===== src/rtl/hazard_ctrl_pkg.sv =====
// hazard_ctrl_pkg: shared hazard command codes, PC-source selects, stage ids and FSM states.
package hazard_ctrl_pkg;
    typedef enum logic [3:0] {
        HZ_NONE         = 4'd0,
        HZ_STALL_EARLY  = 4'd1,
        HZ_FLUSH_EARLY  = 4'd2,
        HZ_FLUSH_ALL    = 4'd3,
        HZ_FLUSH_EXCEPT = 4'd4,
        HZ_STALL_MMU    = 4'd5
    } hazard_e;
    typedef enum logic [1:0] {
        PC_SEQ    = 2'd0,
        PC_BRANCH = 2'd1,
        PC_TRAP   = 2'd2,
        PC_SERIAL = 2'd3
    } pc_sel_e;
    typedef enum logic [2:0] {
        STAGE_IF  = 3'd0,
        STAGE_ID  = 3'd1,
        STAGE_EX  = 3'd2,
        STAGE_MEM = 3'd3,
        STAGE_WB  = 3'd4
    } stage_e;
    typedef enum logic [1:0] {
        ST_RUN        = 2'd0,
        ST_MMU_WAIT   = 2'd1,
        ST_TRAP_FLUSH = 2'd2
    } state_e;
endpackage


===== src/rtl/hazard_ctrl_perf_counter.sv =====
// hazard_perf_counter: saturating event counter, only built when HAZARD_PERF_EN is defined.
`ifdef HAZARD_PERF_EN
module hazard_perf_counter #(
    parameter int W = 32
) (
    input  logic         clk,
    input  logic         rst,
    input  logic         inc_i,
    output logic [W-1:0] cnt_o
);
    logic [W-1:0] cnt_q;
    always_ff @(posedge clk) begin
        if (rst) cnt_q <= '0;
        else if (inc_i && !(&cnt_q)) cnt_q <= cnt_q + 1'b1;
    end
    assign cnt_o = cnt_q;
endmodule
`endif


===== src/rtl/hazard_ctrl.sv =====
// hazard_ctrl: pipeline hazard/flush arbiter driving the stage command bus and fetch PC control.
// Optional stall/flush performance counters are enabled by HAZARD_PERF_EN.
module hazard_ctrl
    import hazard_ctrl_pkg::*;
#(
    parameter int REG_ADDR_W        = 5,
    parameter int TRAP_FLUSH_CYCLES = 2,
    parameter int PERF_W            = 32
) (
    input  logic                  clk,
    input  logic                  rst,
    input  logic [REG_ADDR_W-1:0] id_rs1,
    input  logic [REG_ADDR_W-1:0] id_rs2,
    input  logic                  id_use_rs1,
    input  logic                  id_use_rs2,
    input  logic                  ex_mem_read,
    input  logic [REG_ADDR_W-1:0] ex_rd,
    input  logic                  br_redirect,
    input  logic                  csr_serialize,
    input  logic                  trap_req,
    input  logic                  mmu_busy,
    input  logic                  mmu_done,
    output logic [3:0]            hazard_signal,
    output logic                  pc_stall,
    output logic [1:0]            pc_sel,
    output logic                  trap_pending,
    output logic [PERF_W-1:0]     perf_stall_cnt,
    output logic [PERF_W-1:0]     perf_flush_cnt
);
    localparam logic [3:0] CNT_INIT = 4'(TRAP_FLUSH_CYCLES - 1);
    state_e     state_q, state_d;
    logic [3:0] cnt_q, cnt_d;
    logic       pend_q, pend_d;
    hazard_e    hz;
    pc_sel_e    sel;
    logic       stall;
    logic       take_trap;
    logic       load_use;
    assign load_use = ex_mem_read && (ex_rd != '0) &&
                      ((id_use_rs1 && id_rs1 == ex_rd) || (id_use_rs2 && id_rs2 == ex_rd));
    always_comb begin
        state_d   = state_q;
        cnt_d     = cnt_q;
        pend_d    = pend_q;
        hz        = HZ_NONE;
        sel       = PC_SEQ;
        stall     = 1'b0;
        take_trap = 1'b0;
        case (state_q)
            ST_RUN: begin
                if (trap_req) take_trap = 1'b1;
                else if (mmu_busy) begin
                    hz      = HZ_STALL_MMU;
                    stall   = 1'b1;
                    state_d = ST_MMU_WAIT;
                end else if (csr_serialize) begin
                    hz  = HZ_FLUSH_ALL;
                    sel = PC_SERIAL;
                end else if (br_redirect) begin
                    hz  = HZ_FLUSH_EARLY;
                    sel = PC_BRANCH;
                end else if (load_use) begin
                    hz    = HZ_STALL_EARLY;
                    stall = 1'b1;
                end
            end
            ST_MMU_WAIT: begin
                if (mmu_done) begin
                    take_trap = pend_q || trap_req;
                    state_d   = ST_RUN;
                end else begin
                    hz     = HZ_STALL_MMU;
                    stall  = 1'b1;
                    pend_d = pend_q || trap_req;
                end
            end
            ST_TRAP_FLUSH: begin
                hz      = HZ_FLUSH_EXCEPT;
                stall   = 1'b1;
                cnt_d   = trap_req ? CNT_INIT : cnt_q - 4'd1;
                state_d = (cnt_d == 4'd0) ? ST_RUN : ST_TRAP_FLUSH;
            end
            default: state_d = ST_RUN;
        endcase
        // Trap entry is shared by RUN and the end of an MMU walk.
        if (take_trap) begin
            hz      = HZ_FLUSH_EXCEPT;
            sel     = PC_TRAP;
            cnt_d   = CNT_INIT;
            pend_d  = 1'b0;
            state_d = (CNT_INIT == 4'd0) ? ST_RUN : ST_TRAP_FLUSH;
        end
    end
    always_ff @(posedge clk) begin
        if (rst) begin
            state_q <= ST_RUN;
            cnt_q   <= 4'd0;
            pend_q  <= 1'b0;
        end else begin
            state_q <= state_d;
            cnt_q   <= cnt_d;
            pend_q  <= pend_d;
        end
    end
    assign hazard_signal = rst ? HZ_NONE : hz;
    assign pc_stall      = !rst && stall;
    assign pc_sel        = rst ? PC_SEQ : sel;
    assign trap_pending  = pend_q;
`ifdef HAZARD_PERF_EN
    logic stall_ev, flush_ev;
    assign stall_ev = hazard_signal == HZ_STALL_EARLY || hazard_signal == HZ_STALL_MMU;
    assign flush_ev = hazard_signal == HZ_FLUSH_EARLY || hazard_signal == HZ_FLUSH_ALL ||
                      hazard_signal == HZ_FLUSH_EXCEPT;
    hazard_perf_counter #(.W(PERF_W)) u_stall_cnt (
        .clk   (clk),
        .rst   (rst),
        .inc_i (stall_ev),
        .cnt_o (perf_stall_cnt)
    );
    hazard_perf_counter #(.W(PERF_W)) u_flush_cnt (
        .clk   (clk),
        .rst   (rst),
        .inc_i (flush_ev),
        .cnt_o (perf_flush_cnt)
    );
`else
    assign perf_stall_cnt = '0;
    assign perf_flush_cnt = '0;
`endif
endmodule


===== config.mk =====
export PLATFORM = sky130hd
export DESIGN_NAME = hazard_ctrl
export DESIGN_NICKNAME = d
export VERILOG_FILES = /design/src/rtl/hazard_ctrl_pkg.sv /design/src/rtl/hazard_ctrl_perf_counter.sv /design/src/rtl/hazard_ctrl.sv
export SDC_FILE = /design/constraint.sdc
export NUM_CORES = 1
export LEC_CHECK = 0
export CELL_PAD_IN_SITES_DETAIL_PLACEMENT = 1
export CELL_PAD_IN_SITES_GLOBAL_PLACEMENT = 1
export CORE_UTILIZATION = 21
export CTS_CLUSTER_DIAMETER = 40
export DETAILED_ROUTE_END_ITERATION = 8
export GPL_ROUTABILITY_DRIVEN = 0
export PLACE_DENSITY = 0.91
export SYNTH_ARGS = -nofsm -noshare
export SYNTH_HDL_FRONTEND = slang
export SYNTH_SLANG_ARGS = --single-unit

===== constraint.sdc =====
create_clock -name clk -period 2 [get_ports clk]
set_clock_uncertainty 0.2 [all_clocks]
set_input_delay 0.4 -clock clk [delete_from_list [all_inputs] [get_ports clk]]
set_output_delay 0.4 -clock clk [all_outputs]
set_load 0.01 [all_outputs]

After elaboration in Yosys (flattened, before gate mapping)

Cells that the tools add are included.

Bits in read-only memories: 0
Memory bits (writable): 0
Bits in registers: 7
Logic and storage cells: 68
Input bits: 25
Bits in latches: 0
Memories: 0

Eq/ne operators: 10
Mux-type cells: 35
Reduce and logical (&&, ||, !) cells: 16
$add $sub $neg: 1
Bitwise gates (word level): 1
Div/mod/pow operators: 0
$lt $le $gt $ge: 0
Shifts and indexed selects: 0
Multipliers: 0

Operators by type and width:

| cell                                                 | count |
|---|---|
| 2-to-1 mux 2 bit                                     | 13 |
| 2-to-1 mux 1 bit                                     | 12 |
| 2-to-1 mux 4 bit                                     | 3 |
| equality test 5 bit                                  | 2 |
| 2-to-1 mux 3 bit                                     | 3 |
| != test 3 bit (second input constant)                | 3 |
| case mux 3 bit (3 select lines)                      | 1 |
| != test 2 bit (second input constant)                | 3 |
| case mux 2 bit (3 select lines)                      | 1 |
| AND reduction 3 bit                                  | 2 |
| logical AND 1 bit                                    | 5 |
| nonzero test 5 bit                                   | 1 |
| zero test 4 bit                                      | 1 |
| subtractor 4 x 1 -> 4 bit (second input constant)    | 1 |
| case mux 1 bit (3 select lines)                      | 1 |
| equality test 2 x 1 -> 1 bit (second input constant) | 1 |
| equality test 2 bit (second input constant)          | 1 |
| zero test 2 bit                                      | 1 |
| logical OR 1 bit                                     | 2 |
| case mux 1 bit (2 select lines)                      | 1 |
| AND reduction 2 bit                                  | 1 |
| nonzero test 2 bit                                   | 1 |
| OR reduction 2 bit                                   | 1 |
| zero test 1 bit                                      | 1 |
| inverter 1 bit                                       | 1 |

Depth between registers and ports, before layout

Gate-level depths: netlist of run 1.

Depth after elaboration: 12
Depth in mapped cells: 6
Gate-level depth less buffers: 5

Least setup slack after synthesis of run 1

OpenSTA, ideal clock, no wires.

Path kind: input to output
Start point: input trap_req
End point: output pc_sel[0]
Required time: 1,400 ps
Arrival: 1,598 ps
Setup slack: -198 ps
Stages on the path: 4
Path through: buf_2 > or3_4 > nor4_1 > buf_4

Longest elaborated chain between the ends: 5

RTL lines:

| element                         | RTL line           | source |
|---|---|---|
| start, declared                 | hazard_ctrl.sv:20  | `input logic trap_req,` |
| logical OR 1 bit                | hazard_ctrl.sv:69  | `take_trap = pend_q \|\| trap_req;` |
| 2-to-1 mux 1 bit                | hazard_ctrl.sv:68  | `if (mmu_done) begin` |
| case mux 1 bit (2 select lines) | hazard_ctrl.sv:49  | `case (state_q)` |
| 2-to-1 mux 2 bit *              | hazard_ctrl.sv:86  | `if (take_trap) begin` |
| 2-to-1 mux 2 bit *              | hazard_ctrl.sv:107 | `assign pc_sel = rst ? PC_SEQ : sel;` |
| end, declared                   | hazard_ctrl.sv:25  | `output logic [1:0] pc_sel,` |

Mark *: on every way between the ends. The rest lies on a longest branch, timed or not.

Worst setup path after layout of run 1

Start point: input ex_rd[1]
End point: output hazard_signal[0]

Longest elaborated chain between the ends: 12

RTL lines:

| element                           | RTL line           | source |
|---|---|---|
| start, declared                   | hazard_ctrl.sv:17  | `input logic [REG_ADDR_W-1:0] ex_rd,` |
| equality test 5 bit               | hazard_ctrl.sv:40  | `((id_use_rs1 && id_rs1 == ex_rd) \|\| (id_use_rs2 && id_rs2 == ex_rd));` |
| logical AND 1 bit                 | hazard_ctrl.sv:40  |  |
| logical OR 1 bit                  | hazard_ctrl.sv:40  |  |
| logical AND 1 bit *               | hazard_ctrl.sv:39  | `assign load_use = ex_mem_read && (ex_rd != '0) &&` |
| 2-to-1 mux 1 bit *                | hazard_ctrl.sv:62  | `end else if (load_use) begin` |
| 2-to-1 mux 2 bit *                | hazard_ctrl.sv:59  | `end else if (br_redirect) begin` |
| 2-to-1 mux 2 bit *                | hazard_ctrl.sv:56  | `end else if (csr_serialize) begin` |
| 2-to-1 mux 3 bit *                | hazard_ctrl.sv:52  | `else if (mmu_busy) begin` |
| 2-to-1 mux 3 bit *                | hazard_ctrl.sv:51  | `if (trap_req) take_trap = 1'b1;` |
| case mux 3 bit (3 select lines) * | hazard_ctrl.sv:49  |  |
| 2-to-1 mux 4 bit *                | hazard_ctrl.sv:86  |  |
| 2-to-1 mux 4 bit *                | hazard_ctrl.sv:105 | `assign hazard_signal = rst ? HZ_NONE : hz;` |
| end, declared                     | hazard_ctrl.sv:23  | `output logic [3:0] hazard_signal,` |

Marks and branches as above.

==> run metrics, run 1 <==
status finished with violations; failing checks negative setup slack; ANT cells 0; Worst Slack Setup Final -262.3 ps; Leakage 0.0007162 µW; Worst-path clk slew 40 ps; Initial Utilization 0.2209; Cells after Synth 147; fin. max-slew vios 0; Post-DP HPWL 2225 µm; Final min period 2262 ps; FMAX 0.4420 GHz; HP Class flip-flop to flip-flop; drt wl/cell 10.49 µm; multi-input combinational cell area 799.5 µm²; VDD IR max 0.1835 mV; worst hold start cnt_q[1]; final core occ 0.2825; CTS sink cnt 7; RR Startpoint state_q[0]; Die X 75.76 µm; H-tree levels 1; nature of the critical path endpoint output port; initial antenna violation count 0; number of enable flip-flop cells after synthesis 0; Top Layer Used met4; Async S/R FF share, synth 0; Die Y 75.76 µm; pin count of the biggest net entering global routing 11; RSZ-0062 raised after global routing true; IO Port Bufs 31; drt pass-1 iters 4; Tcrit/Tclk final 1.131; Clock Path Buffers 2; # nets final 219; Ys Warns 0; Met3 Routed Length 212 µm; setup_tns -839.8 ps; cts bufs inserted 3; DR iter-0 viols 11; start-to-end type of the worst setup path primary input to output port; sequential area share after synthesis 0.1227; first-pass GRT wire length 3877 µm; Synth cell types 39; num ports 97; final hold violation count 0; #FFs+latches synth 7; DRC errors left 0; DIE AREA 5739 µm²; TritonCTS clock tree built; Max-Cap Viols 0; Clock Latency Late Sink 230 ps; grt ovf 0; DRT met1 WL 915 µm; Synth Cell Area 1142 µm²; floorplan row count 26; number of global-route vias before repair 852; pwr/cell area 449.1 nW/µm²; CORE AREA 5172 µm²; post-route ant nets 0; vias after detailed routing 932; Worst Setup SP ex_rd[1]; clock root buffer clkbuf_8; Req. time, crit path 1400 ps; Post-synth top flop dfxtp_1; P&R area growth vs syn 27.93%; ratio of cells with drive above 1 in the final layout 0.3073; Met2 Routed Length 1576 µm; Filler cells 652; Via density 3.557; WL final 2748 µm; syn avg cell area 7.771 µm²; startpoint type of the worst setup path primary input; worst-path fanout max 3; final setup fails 6; Worst EP arrival 1660 ps; GRT Total Usage 0.09153; sequential cell area 142.6 µm²
## registers in the layout (all words and copies together), names as in the netlist
| register | cells |
|---|---|
| trap_pending | 1 |
| state_q | 2 |
| cnt_q | 4 |
## repair_timing
action,CTS,global route
gates resized for setup,67,22
setup buffers,2,2
endpoints found under the setup margin,7,6
hold buffers,0,0
pin swaps,10,14
## placed cells by master (no fill, tap or decap), types with 3 or more instances in the layout
master           instances
buf_2                    9
nor3_1                   3
nand2_1                  4
xnor2_1                  4
nor2_1                   8
buf_4                   14
conb_1                  65
clkbuf_8                 3
a21oi_1                  6
inv_1                    4
buf_6                    3
clkdlybuf4s50_1          7
clkbuf_2                 6
dfxtp_1                  5
xor2_1                   7
dlygate4sd2_1            6
## worst max-delay path: stages
cell     delay [ps]
buf_2           120
xor2_1          150
nor4_2          320
a32oi_2         190
buf_4           160
o31ai_2         150
buf_2           160
## stage by stage
stage	std cells	power, µW	hold slack, ps	instance area (µm²)	setup WS (ps)
floorplan	211	416.8	280.0	1408	-25.45
global placement	256	430.2	306.7	1378	-1003
detailed placement	256	437.9	319.0	1378	-1102
CTS	262	659.4	331.6	1479	-356.9
global route	262	704.3	397.1	1461	-360.3
finish	262	656.3	355.4	1461	-262.3
## cells in the mapped netlist, drive strengths merged, types with 2 or more instances
master / number / area share
buf: 70 / 0.46
nand2b: 2 / 0.018
nor3: 3 / 0.013
or3: 2 / 0.015
a21oi: 8 / 0.038
nand2: 4 / 0.013
o21ai: 3 / 0.013
xor2: 8 / 0.061
inv: 4 / 0.013
xnor2: 4 / 0.031
nor4: 3 / 0.016
a21o: 2 / 0.013
nor2: 9 / 0.030
dfxtp: 7 / 0.12
## layer usage
layer  GRT usage  vias to the layer above
met1     0.08969                      432
met5           0                        -
met3     0.02778                        6
met4     0.03909                        0
met2      0.1760                       55
li1            -                      439
## power by group
group | total [µW] | internal, µW | switching (µW)
registers | 155 | 150 | 5.27
clock network | 210 | 139 | 71.5
logic | 291 | 123 | 168
## final cells by class
class | instances | area share
multi-input combinational | 129 | 0.5471
timing repair buffer | 48 | 0.2543
sequential | 7 | 0.09760
tap | 70 | 0.05993
clock buffer | 4 | 0.03082
inverter | 4 | 0.01027
## cells by family after synthesis
logic type / share of synthesized area
xor+xnor: 0.09200
compound gates: 0.1249
simple gates: 0.1501
other cells: 0.003283
fa+ha+maj: 0.01095
buf+inv: 0.4775
flops: 0.1227
mux: 0.01862
## worst paths after layout
kind | depth (start not counted) | slack [ps] | end
worst max-delay path | 7 | -260 | hazard_signal[0]
worst min-delay path | 2 | 360 | cnt_q[1]
worst max register to register | 5 | 350 | cnt_q[2]
worst min register to register | 2 | 360 | cnt_q[1]
No activity file was read; power rests on OpenSTA's default activity.
==> run 2, diff against run 1 <==
--- a/config.mk
+++ b/config.mk
@@ -5,13 +5,14 @@
 export SDC_FILE = /design/constraint.sdc
 export NUM_CORES = 1
 export LEC_CHECK = 0
+export ABC_AREA = 1
 export CELL_PAD_IN_SITES_DETAIL_PLACEMENT = 1
 export CELL_PAD_IN_SITES_GLOBAL_PLACEMENT = 1
-export CORE_UTILIZATION = 21
+export CORE_UTILIZATION = 20
 export CTS_CLUSTER_DIAMETER = 40
 export DETAILED_ROUTE_END_ITERATION = 8
 export GPL_ROUTABILITY_DRIVEN = 0
-export PLACE_DENSITY = 0.91
+export PLACE_DENSITY = 0.9
 export SYNTH_ARGS = -nofsm -noshare
 export SYNTH_HDL_FRONTEND = slang
 export SYNTH_SLANG_ARGS = --single-unit
==> run 2 against run 1 <==
Compared with the run above:
- sequential power is 5% higher
- largest power group unchanged
- largest cell class unchanged
- the flow still finishes with violations (negative setup slack)
- synthesized cell count is 31% higher
- clock power is 5% lower
==> run metrics, run 2 <==
# nets final 272; Post-DP HPWL 2610 µm; pre-CTS setup slack -780.3 ps; Req. time, crit path 1400 ps; Leakage 0.0008645 µW; RSZ-0062 raised after global routing true; fin. max-slew vios 0; pwr/cell area 450.8 nW/µm²; Cells after Synth 193; dominant cell type by area after synthesis buf_4; clock root buffer clkbuf_8; cts bufs inserted 3; DRC errors left 0; VDD IR max 0.2116 mV; Post-Layout Cell Count 317; startpoint type of the worst setup path flip-flop; P&R area growth vs syn 27.51%; Tcrit/Tclk final 1.031; vias after detailed routing 1136; P_sw 267.2 µW; CP peak stage delay 350 ps; failing checks negative setup slack; Initial Utilization 0.2108; Worst Path Buf+Inv 3; CTS sink cnt 7; commonest non-fill, non-tap cell in the layout conb_1; drt wl/cell 9.871 µm; DIE AREA 6224 µm²; Synth cell types 24; CP delay by family, top simple AND/OR/NAND/NOR gates; ANT cells 0; post-route ant nets 0; Post-synth top flop dfxtp_1; Final min period 2062 ps; IO Port Bufs 31; largest register by flop count cnt_q; Worst-path clk slew 40 ps; GRT Total Usage 0.09799; Post-CTS Hold Buffers 0; status finished with violations; floorplan row count 27; Async S/R FF share, synth 0; Crit-path slowest cell dfxtp_2; worst hold start cnt_q[3]; grt ovf 0; top-count cell post-synth buf_4; Die Y 78.89 µm; final setup fails 3; pin count of the biggest net entering global routing 7; synth top area cells buf_4 (42%), nand2_1 (13%), dfxtp_1 (12%); combinational share of power 0.467; RR Startpoint state_q[0]; Worst Setup SP state_q[0]; Die X 78.89 µm; Filler cells 767; ratio of cells with drive above 1 in the final layout 0.2653; Flop pwr share 0.238; TritonCTS clock tree built; HP Class flip-flop to flip-flop; Max-Cap Viols 0; num ports 97; worst-path fanout max 3; most frequent cells in the layout conb_1 (65), nand2_1 (37), buf_4 (20); syn avg cell area 6.126 µm²; CORE AREA 5608 µm²; clock network fraction of total power 0.295; Hold WS 297.8 ps; nature of the critical path endpoint output port; number of global-route vias before repair 1075; DR iter-0 viols 17; #FFs+latches synth 7; Switching Fraction 0.3932; Clock Latency Late Sink 230 ps; top cells by count, synth buf_4 (66), nand2_1 (40), inv_1 (23), nor2_1 (17); sequential cell area 145.1 µm²; sequential area share after synthesis 0.1185; Ys Warns 0; start-to-end type of the worst setup path flip-flop to output port; multi-input combinational cell area 744.5 µm²; Synth Cell Area 1182 µm²; H-tree levels 1; Int Pwr 412.4 µW; initial antenna violation count 0; number of enable flip-flop cells after synthesis 0; Worst Slack Setup Final -61.57 ps; first-pass GRT wire length 4774 µm; max reg flops 4; Placed Cells incl. Taps 308; FMAX 0.4851 GHz; final core occ 0.2689; drt pass-1 iters 2; WL final 3129 µm; Via density 3.584; Worst EP arrival 1460 ps; Synth top area share 0.4190; crit-path cells inv_4 > nor2_2 > buf_4 > a21oi_2 > or2_4 > o31ai_2 > buf_2; final hold violation count 0; Clock Path Buffers 2
## run 2: cell count changes in the layout (fill, tap and decap cells not counted), sizes merged, moves of 3 or more
cell,before,now
inv,4,24
xor2,8,0
dlygate4sd2,6,16
clkdlybuf4s50,7,2
o21ai,3,7
nor2,9,19
nand3,1,7
nand2,4,42
xnor2,4,1
## run 2: worst reg2reg max path, stage by stage, from the launching register on
cell,delay [ps]
dfxtp_2,350
inv_4,50
buf_4,130
buf_4,120
nand2_1,150
inv_1,120
nand2_1,90
nand3_1,80
nand2_1,70
inv_1,40
## run 2: worst paths after layout
| check | endpoint | slack (ps) | depth (start not counted) |
|---|---|---|---|
| max | pc_sel[1] | -60 | 7 |
| min | cnt_q[3] | 300 | 2 |
| max reg2reg | state_q[1] | 500 | 9 |
| min reg2reg | cnt_q[3] | 300 | 2 |
## run 2: cells by family after synthesis
logic type / share of synthesized area
compound gates: 0.09313
other cells: 0.003172
buf+inv: 0.5048
xor+xnor: 0.007409
flops: 0.1185
fa+ha+maj: 0.01058
simple gates: 0.2624
## run 2: final cells by class
class	instances	share of cell area
multi-input combinational	159	0.4938
inverter	24	0.06307
sequential	7	0.09627
timing repair buffer	51	0.2573
clock buffer	4	0.02988
tap	72	0.05975
## run 2: per-layer routing
metal / vias to the layer above / part of all wire / global-route usage
met4: 0 / 0.0074 / 0.03818
li1: 560 / - / -
met3: 2 / 0.048 / 0.006897
met2: 47 / 0.56 / 0.1991
met1: 527 / 0.39 / 0.1025
met5: - / 0 / 0
## run 2: timing repair
item                       4_1_cts  5_1_grt
pin swaps                       16        7
gates resized for setup         61       29
setup buffers                    3        2
setup endpoints to repair        6        6
## run 2: per-stage QoR
stage	setup TNS, ps	cell area (µm²)	power [µW]
3_3_place_gp	-4288	1429	453.7
3_5_place_dp	-4352	1429	463.9
6_report	-102.9	1508	679.7
4_1_cts	-365.7	1475	664.8
5_1_grt	-411.1	1508	738.5
2_1_floorplan	0	1423	424.6
## run 2: power by group through the flow
stage	clock network, µW	logic (µW)	registers (µW)
after global routing	220	356	163
after CTS	207	297	160
final	200	317	162
after detailed placement	0	303	161
after floorplan	0	265	159
after global placement	0	293	160
